==> src/rtl/nibble_serial_pkg.sv <==
// Shared types and constants for the nibble-serial adder.
// Used by nibble_serial_adder; optional subtract mode via NIBBLE_SERIAL_SUB_EN.
package nibble_serial_pkg;

  typedef enum logic [1:0] {
    IDLE,
    RUN,
    DONE
  } ns_state_t;

  localparam int SLICE_W = 4;

endpackage

==> src/rtl/nibble_serial_adder_cla.sv <==
// four_bit_cla: 4-bit carry-lookahead slice with group propagate/generate.
// Used once by nibble_serial_adder; no configuration macros.
module four_bit_cla (
  input  logic [3:0] a,
  input  logic [3:0] b,
  input  logic       c_in,
  output logic [3:0] s,
  output logic       c_out,
  output logic       p_out,
  output logic       g_out
);

  logic [3:0] p;
  logic [3:0] g;
  logic [3:0] c;

  // bit-level propagate/generate, lookahead carries and group terms
  always_comb begin
    p = a ^ b;
    g = a & b;
    c[0] = c_in;
    c[1] = g[0] | (p[0] & c_in);
    c[2] = g[1] | (p[1] & g[0]) | (p[1] & p[0] & c_in);
    c[3] = g[2] | (p[2] & g[1]) | (p[2] & p[1] & g[0])
         | (p[2] & p[1] & p[0] & c_in);
    p_out = &p;
    g_out = g[3] | (p[3] & g[2]) | (p[3] & p[2] & g[1])
          | (p[3] & p[2] & p[1] & g[0]);
    c_out = g_out | (p_out & c_in);
    s = p ^ c;
  end

endmodule

==> src/rtl/nibble_serial_adder.sv <==
// Multi-cycle WIDTH-bit adder: one 4-bit CLA slice per clock.
// Define NIBBLE_SERIAL_SUB_EN to add the Sub port (A-B mode).
module nibble_serial_adder
  import nibble_serial_pkg::*;
#(
  parameter int WIDTH = 16
) (
  input  logic             Clk,
  input  logic             Reset_n,
  input  logic             Start,
  input  logic [WIDTH-1:0] A,
  input  logic [WIDTH-1:0] B,
  input  logic             Cin,
`ifdef NIBBLE_SERIAL_SUB_EN
  input  logic             Sub,
`endif
  output logic [WIDTH-1:0] Sum,
  output logic             Cout,
  output logic             Overflow,
  output logic             P_all,
  output logic             G_all,
  output logic             Busy,
  output logic             Done
);

  localparam int NSLICE = WIDTH / SLICE_W;
  localparam int IW = (NSLICE > 1) ? $clog2(NSLICE) : 1;
  localparam logic [IW-1:0] LAST = IW'(NSLICE - 1);

  ns_state_t        state_q;
  logic [IW-1:0]    idx_q;
  logic [WIDTH-1:0] a_q;
  logic [WIDTH-1:0] b_q;
  logic             carry_q;
  logic [WIDTH-1:0] sum_q;
  logic             cout_q;
  logic             ovf_q;
  logic             pall_q;
  logic             gall_q;
  logic             busy_q;
  logic             done_q;

  logic [WIDTH-1:0] a_sh;
  logic [WIDTH-1:0] b_sh;
  logic [WIDTH-1:0] sum_d;
  logic [WIDTH-1:0] b_in;
  logic             c_init;
  logic [3:0]       sl_s;
  logic             sl_c;
  logic             sl_p;
  logic             sl_g;

`ifdef NIBBLE_SERIAL_SUB_EN
  assign b_in   = Sub ? ~B : B;
  assign c_init = Sub ? 1'b1 : Cin;
`else
  assign b_in   = B;
  assign c_init = Cin;
`endif

  assign a_sh = a_q >> {idx_q, 2'b00};
  assign b_sh = b_q >> {idx_q, 2'b00};

  four_bit_cla u_cla (
    .a    (a_sh[3:0]),
    .b    (b_sh[3:0]),
    .c_in (carry_q),
    .s    (sl_s),
    .c_out(sl_c),
    .p_out(sl_p),
    .g_out(sl_g)
  );

  // merge the current slice result into the partial sum
  always_comb begin
    sum_d = sum_q;
    for (int k = 0; k < NSLICE; k++) begin
      if (idx_q == IW'(k)) sum_d[k*SLICE_W +: SLICE_W] = sl_s;
    end
  end

  // control FSM, slice counter and all registered outputs
  always_ff @(posedge Clk) begin
    if (!Reset_n) begin
      state_q <= IDLE;
      idx_q   <= '0;
      a_q     <= '0;
      b_q     <= '0;
      carry_q <= 1'b0;
      sum_q   <= '0;
      cout_q  <= 1'b0;
      ovf_q   <= 1'b0;
      pall_q  <= 1'b0;
      gall_q  <= 1'b0;
      busy_q  <= 1'b0;
      done_q  <= 1'b0;
    end else begin
      unique case (state_q)
        IDLE: begin
          if (Start) begin
            a_q     <= A;
            b_q     <= b_in;
            carry_q <= c_init;
            sum_q   <= '0;
            pall_q  <= 1'b1;
            gall_q  <= 1'b0;
            idx_q   <= '0;
            busy_q  <= 1'b1;
            state_q <= RUN;
          end
        end
        RUN: begin
          sum_q   <= sum_d;
          carry_q <= sl_c;
          pall_q  <= pall_q & sl_p;
          gall_q  <= sl_g | (sl_p & gall_q);
          if (idx_q == LAST) begin
            cout_q  <= sl_c;
            ovf_q   <= (a_q[WIDTH-1] == b_q[WIDTH-1])
                     & (sl_s[3] != a_q[WIDTH-1]);
            busy_q  <= 1'b0;
            done_q  <= 1'b1;
            state_q <= DONE;
          end else begin
            idx_q <= idx_q + IW'(1);
          end
        end
        DONE: begin
          done_q  <= 1'b0;
          state_q <= IDLE;
        end
        default: state_q <= IDLE;
      endcase
    end
  end

  assign Sum      = sum_q;
  assign Cout     = cout_q;
  assign Overflow = ovf_q;
  assign P_all    = pall_q;
  assign G_all    = gall_q;
  assign Busy     = busy_q;
  assign Done     = done_q;

endmodule
==> config.mk <==
export PLATFORM = sky130hd
export DESIGN_NAME = nibble_serial_adder
export DESIGN_NICKNAME = d
export VERILOG_FILES = /design/src/rtl/nibble_serial_pkg.sv /design/src/rtl/nibble_serial_adder_cla.sv /design/src/rtl/nibble_serial_adder.sv
export SDC_FILE = /design/constraint.sdc
export NUM_CORES = 1
export LEC_CHECK = 0
export CORE_MARGIN = 2
export CORE_UTILIZATION = 45
export DETAILED_ROUTE_END_ITERATION = 10
export DONT_BUFFER_PORTS = 1
export GPL_TIMING_DRIVEN = 0
export PLACE_DENSITY = 0.74
export SETUP_SLACK_MARGIN = 0.4
export SKIP_CTS_REPAIR_TIMING = 1
export SLEW_MARGIN = 40
export SYNTH_ARGS = -nofsm -noshare
export SYNTH_HDL_FRONTEND = slang
export SYNTH_SLANG_ARGS = --single-unit
==> constraint.sdc <==
create_clock -name Clk -period 2.45 [get_ports Clk]
set_input_delay 0.6125 -clock Clk [delete_from_list [all_inputs] [get_ports Clk]]
set_output_delay 0.6125 -clock Clk [all_outputs]
set_load 0.01 [all_outputs]
Word-level counts from Yosys, hierarchy flattened:

Cells that the tools add are included.

* $add $sub $neg: 1
* equality and inequality tests: 13
* shift operators: 2
* mux-type cells: 22
* bitwise gates (word level): 32
* reduce and logical (&&, ||, !) cells: 15

Operators by type and width (number)
* 16-bit case mux with 2 select lines: 1
* 16-bit by 4-bit >> shifter with 4-bit output: 2
* 1-bit AND: 18
* 16-bit 2-to-1 mux: 1
* 4-bit 2-to-1 mux: 4
* 3-bit AND reduction: 5
* 2-bit inequality test, second input constant: 6
* 1-bit bitwise OR: 11
* 1-bit case mux with 2 select lines: 5
* 2-bit AND reduction: 5
* 2-bit 2-to-1 mux: 4
* 2-bit case mux with 2 select lines: 2
* 4-bit bitwise XOR: 2
* 2-bit == test, second input constant: 3
* 1-bit 2-to-1 mux: 5
* 4-bit AND: 1
* 2-bit by 1-bit == test with 1-bit output, second input constant: 2
* 2-bit logical NOT: 2
* 4-bit AND reduction: 1
* 2-bit nonzero test: 2
* 2-bit by 1-bit adder with 2-bit output, second input constant: 1
* 1-bit == test: 1
* 1-bit inequality test: 1

* register bits after elaboration: 59
* input bits: 36
* output and inout bits: 22
* word-level logic and storage cells: 100

Logic depth before layout (Yosys ltp):

* depth after elaboration: 9
* mapped depth: 7
* mapped depth without buffers: 6

By module:

Synthesis repeated with hierarchy kept, for this count alone.

* cells, all modules: 317
* area total of the unflattened synthesis: 2726.4 sq um

Modules (own cells, without submodules)
* nibble_serial_adder: instances 1, cells each 295, area an instance 2543.7 sq um, seq. area each 1181.1 sq um
* four_bit_cla: instances 1, cells each 22, area an instance 182.7 sq um, seq. area each 0.0 sq um

Worst setup path before layout:

No wires, ideal clock.

* kind: reg-to-reg
* start: reg idx_q[0]
* end: reg sum_q[15] (netlist: Sum[15])
* setup time: 123 ps
* arrival time: 2293 ps
* data required time: 2327 ps
* setup slack: 34 ps
* stages on the path, launching flop included: 8
* buffers on the path: 1
* period minus slack after synthesis: 2416 ps
* cell sequence: dfxtp_1 > buf_2 > mux4_2 > ha_1 > a41o_1 > a21oi_4 > xor2_2 > o22ai_1

* longest elaborated chain between the ends: 9
* elaborated cells between the ends (all ways): 18
* classes of those cells: eq/ne: 2; shift: 2; mux: 2; bitwise: 11; reduce/logical: 1

RTL lines
* from (decl): line nibble_serial_adder.sv:31 `logic [IW-1:0] idx_q;`
* from (signal assigned): line nibble_serial_adder.sv:125 `idx_q <= idx_q + IW'(1);`
* 16-bit by 4-bit >> shifter with 4-bit output (on tied branches): line nibble_serial_adder.sv:61, nibble_serial_adder.sv:62
* 4-bit bitwise XOR / 4-bit AND (equally long branches): line nibble_serial_adder_cla.sv:19, nibble_serial_adder_cla.sv:20
* 1-bit AND (on tied branches): line nibble_serial_adder_cla.sv:24, nibble_serial_adder_cla.sv:25
* 1-bit bitwise OR (tied with other cells): line nibble_serial_adder_cla.sv:24 `c[3] = g[2] | (p[2] & g[1]) | (p[2] & p[1] & g[0])`
* 1-bit bitwise OR / 1-bit AND (equally long branches): line nibble_serial_adder_cla.sv:24, nibble_serial_adder_cla.sv:25
* 1-bit bitwise OR: line nibble_serial_adder_cla.sv:25 `| (p[2] & p[1] & p[0] & c_in);`
* 4-bit bitwise XOR: line nibble_serial_adder_cla.sv:30 `s = p ^ c;`
* 4-bit 2-to-1 mux: line nibble_serial_adder.sv:78 `if (idx_q == IW'(k)) sum_d[k*SLICE_W +: SLICE_W] = sl_s;`
* 16-bit case mux with 2 select lines: line nibble_serial_adder.sv:98 `unique case (state_q)`
* to (signal assigned): line nibble_serial_adder.sv:113 `sum_q <= sum_d;`
* to (decl): line nibble_serial_adder.sv:35 `logic [WIDTH-1:0] sum_q;`

Parallel ways exist; a longest one is shown, timed or not. The select of a mux whose other input is x is not followed.
A chain may end at the register's enable or synchronous reset.

Worst setup path after layout:

Same ends and word-level chain as after synthesis.

==> impl_metrics.py <==
metrics = {
    "global_routing": {
        "grt_pass1_vias": 2070,
        "grt_antenna_before_repair": 0,
        "grt_pass1_wl_um": 9860,
        "grt.total_usage_pct": 19.9,
        "grt_max_degree": 11,
        "grt_overflow": 0,
    },
    "hold_path": {
        "hold_path_class": "in -> reg",
    },
    "routing": {
        "detail_route.vias_per_cell": 5.37,
        "antenna_left": 0,
        "detail_route.first_pass.iterations": 4,
        "detail_route.drc_violations": 0,
        "drt-wirelength-per-cell_um": 16.1,
        "drt_first_iter_violations": 154,
        "totalWireLength_um": 6470,
        "total_via_count_after_detailed_routing": 2154,
    },
    "worst_setup_path": {
        "critical_path.max_fanout": 5,
        "crit_path_max_incr_delay_ns": 0.55,
        "crit_chain": "buf_12, mux4_2, ha_4, a41o_1, a21oi_4, xor2_4, o22ai_1",
        "setup.worst_path.class": "reg -> reg",
        "cp_data_arrival_time_ns": 2.55,
        "timing.critical_path.from_type": "register",
        "worst_ep_required_time_ns": 2.67,
        "end_kind": "register",
        "worst_path_max_delay_cell": "sky130_fd_sc_hd__mux4_2",
    },
    "floorplanning": {
        "core_area_um2": 5960,
        "die_y_um": 82.6,
        "row_count": 28,
        "die_area_um2": 6830,
        "top_level_ports": 58,
        "die_width_um": 82.6,
        "start_util_pct": 46.7,
    },
    "flow_run": {
        "maxCapViolations": 0,
    },
    "sta": {
        "slew_headroom_pct": 60.3,
        "fin_crit_ns": 2.33,
        "slew_violations": 0,
        "unrepaired_setup_endpoints_after_global_routing": "yes",
        "fin_crit_sh_pct": 95.2,
        "fin_skew_ns": 0.00714,
        "fmaxAchievable_mhz": 429,
        "finalHoldWorstSlack_ns": 0.403,
        "post-route-worst-setup-slack_ns": 0.118,
        "timing.final.hold_violations": 0,
        "report.final.setup_viol": 0,
        "slew_at_the_pin_with_the_worst_max_slew_slack_ns": 0.595,
    },
    "synthesis": {
        "postSynthCellCount": 299,
        "synth_warnings": 0,
        "primary_ff_master_synth": "sky130_fd_sc_hd__dfxtp_1",
        "synth_cell_type_count": 42,
        "yosys.area.top_type": "sky130_fd_sc_hd__dfxtp_1",
        "synth_async_sr_flop_share_pct": 0,
        "edff_count_synth": 0,
        "post-synth-top-area-fraction_pct": 42.4,
        "seq_area_frac_synth_pct": 42.4,
        "synth-seq-cells": 59,
        "syn-mean-instance-area_um2": 9.31,
        "synth_fp_nets": 344,
        "post_synth_main_area_contributors": "sky130_fd_sc_hd__dfxtp_1, sky130_fd_sc_hd__nand2_1, sky130_fd_sc_hd__a21boi_1",
        "synth.cell_area_um2": 2780,
    },
    "pwr": {
        "fin_total_pwr_uw": 2330,
        "irDropWorstVdd_mv": 0.386,
        "leakage_power_figure_uw": 0.00130,
        "cellPowerDensity_nw_per_um2": 697,
    },
    "clock_network": {
        "cts.reportedPaths.clkPinSlew_ns": 0.07,
        "clk_latency_ns": 0.34,
        "cts_tree": "yes",
        "cts_buffers": 9,
        "clock_sinks": 59,
        "cts_root_buffer": "sky130_fd_sc_hd__clkbuf_8",
        "cts_max_path_buffers": 2,
        "cts_max_level": 3,
    },
    "layout": {
        "post_layout_nonfiller_instances": 401,
        "antenna_cells": 0,
        "final_net_count": 367,
        "fin_area_um2": 3340,
        "commonest_non_fill_non_tap_cells_in_the_layout": "sky130_fd_sc_hd__nand2_1, sky130_fd_sc_hd__dfxtp_1, sky130_fd_sc_hd__a21boi_1, sky130_fd_sc_hd__clkbuf_8",
        "layout-area-overhead-vs-synth_pct": 20.1,
        "drive_gt1_share_pct": 23.0,
        "layout_commonest_cell": "sky130_fd_sc_hd__nand2_1",
    },
    "run_status": {
        "run_status": "complete, no violations",
    },
    "placed_design": {
        "preCtsSetupSlack_ns": -0.0147,
        "gp_congestion": 0.861,
        "portBuffers": 0,
        "postPlaceCellArea_um2": 2930,
        "placedCellCount": 374,
        "dp_hpwl_um": 4540,
    },
}
-- synth_stat cells (2+ instances only) --
cell / count
sky130_fd_sc_hd__nand4_1: 2
sky130_fd_sc_hd__o21ai_0: 12
sky130_fd_sc_hd__nor3b_1: 2
sky130_fd_sc_hd__o22ai_1: 2
sky130_fd_sc_hd__a21boi_2: 2
sky130_fd_sc_hd__o21ai_1: 5
sky130_fd_sc_hd__a21boi_1: 36
sky130_fd_sc_hd__and2_1: 2
sky130_fd_sc_hd__nor2b_1: 7
sky130_fd_sc_hd__a21o_1: 3
sky130_fd_sc_hd__dfxtp_1: 59
sky130_fd_sc_hd__nand2b_1: 2
sky130_fd_sc_hd__ha_1: 8
sky130_fd_sc_hd__nor2_1: 5
sky130_fd_sc_hd__clkbuf_1: 7
sky130_fd_sc_hd__inv_1: 3
sky130_fd_sc_hd__buf_2: 7
sky130_fd_sc_hd__a21oi_1: 12
sky130_fd_sc_hd__nand3_1: 9
sky130_fd_sc_hd__mux2i_1: 4
sky130_fd_sc_hd__nand2_1: 76
sky130_fd_sc_hd__buf_6: 6
sky130_fd_sc_hd__mux4_2: 8
sky130_fd_sc_hd__and3b_2: 2
-- worst max-delay path, delay by kind of cell, from the launching register on --
kind / cells / cell delay, ns
DFF: 1 / 0.39
buffers and inverters: 1 / 0.13
AOI/OAI and AO/OA: 3 / 0.59
muxes: 1 / 0.55
adders and majority gates: 1 / 0.27
xor gates and xnor gates: 1 / 0.27
-- layer usage --
layer / share of wire (%) / GRT usage, %
met1: 45 / 25.7
met2: 48 / 30.6
met3: 5.9 / 7.17
met4: 1.3 / 7.70
met5: 0 / 0
-- worst paths after layout --
check | cells past startpoint | slack, ns | start | end
max reg2reg | 7 | 0.12 | idx_q[0]$_SDFFE_PN0P_ | Sum[15]$_SDFFE_PN0P_
min | 2 | 0.40 | B[8] | b_q[8]$_SDFFE_PN0P_
min reg2reg | 2 | 0.45 | b_q[4]$_SDFFE_PN0P_ | b_q[4]$_SDFFE_PN0P_
max | 7 | 0.12 | idx_q[0]$_SDFFE_PN0P_ | Sum[15]$_SDFFE_PN0P_
-- sequential cells by signal, summed over array words and instances (netlist names) --
signal and cells:
Overflow 1, Cout 1, state_q 2, Done 1, a_q 16, P_all 1
G_all 1, idx_q 2, Sum 16, Busy 1, carry_q 1, b_q 16
-- power breakdown --
| part | internal, uW | switching, uW |
|---|---|---|
| clock network | 576 | 363 |
| registers | 1010 | 35.9 |
| logic | 160 | 186 |
| total | 1740 | 585 |
-- layout make-up --
type                       instances  area, um^2
multi-input combinational        217        1570
clock buffer                      14         183
tap                               75        93.8
sequential                        59        1190
buffer                            20         154
timing repair buffer              12         111
inverter                           3        11.3
fill                             542        2620
clock inverter                     1        30.0
-- through the flow --
stage	utilization (%)	TNS [ns]
after floorplan	-	0
after global placement	49.2	0
after detailed placement	49.2	-0.0481
after CTS	52.7	-0.0824
after global routing	56.1	0
final	56.1	0
-- logic make-up (layout without fill, tap and decap cells) --
logic type      after synthesis  in the layout  synth area share (%)
xor+xnor                      3              3                  1.21
fa+ha+maj                     9              9                  4.32
flops                        59             59                  42.4
mux                          12             12                  7.91
buf+inv                      23             50                  5.04
compound gates               78             78                  19.2
simple gates                115            115                  19.8
(Power assumes the default switching activity.)
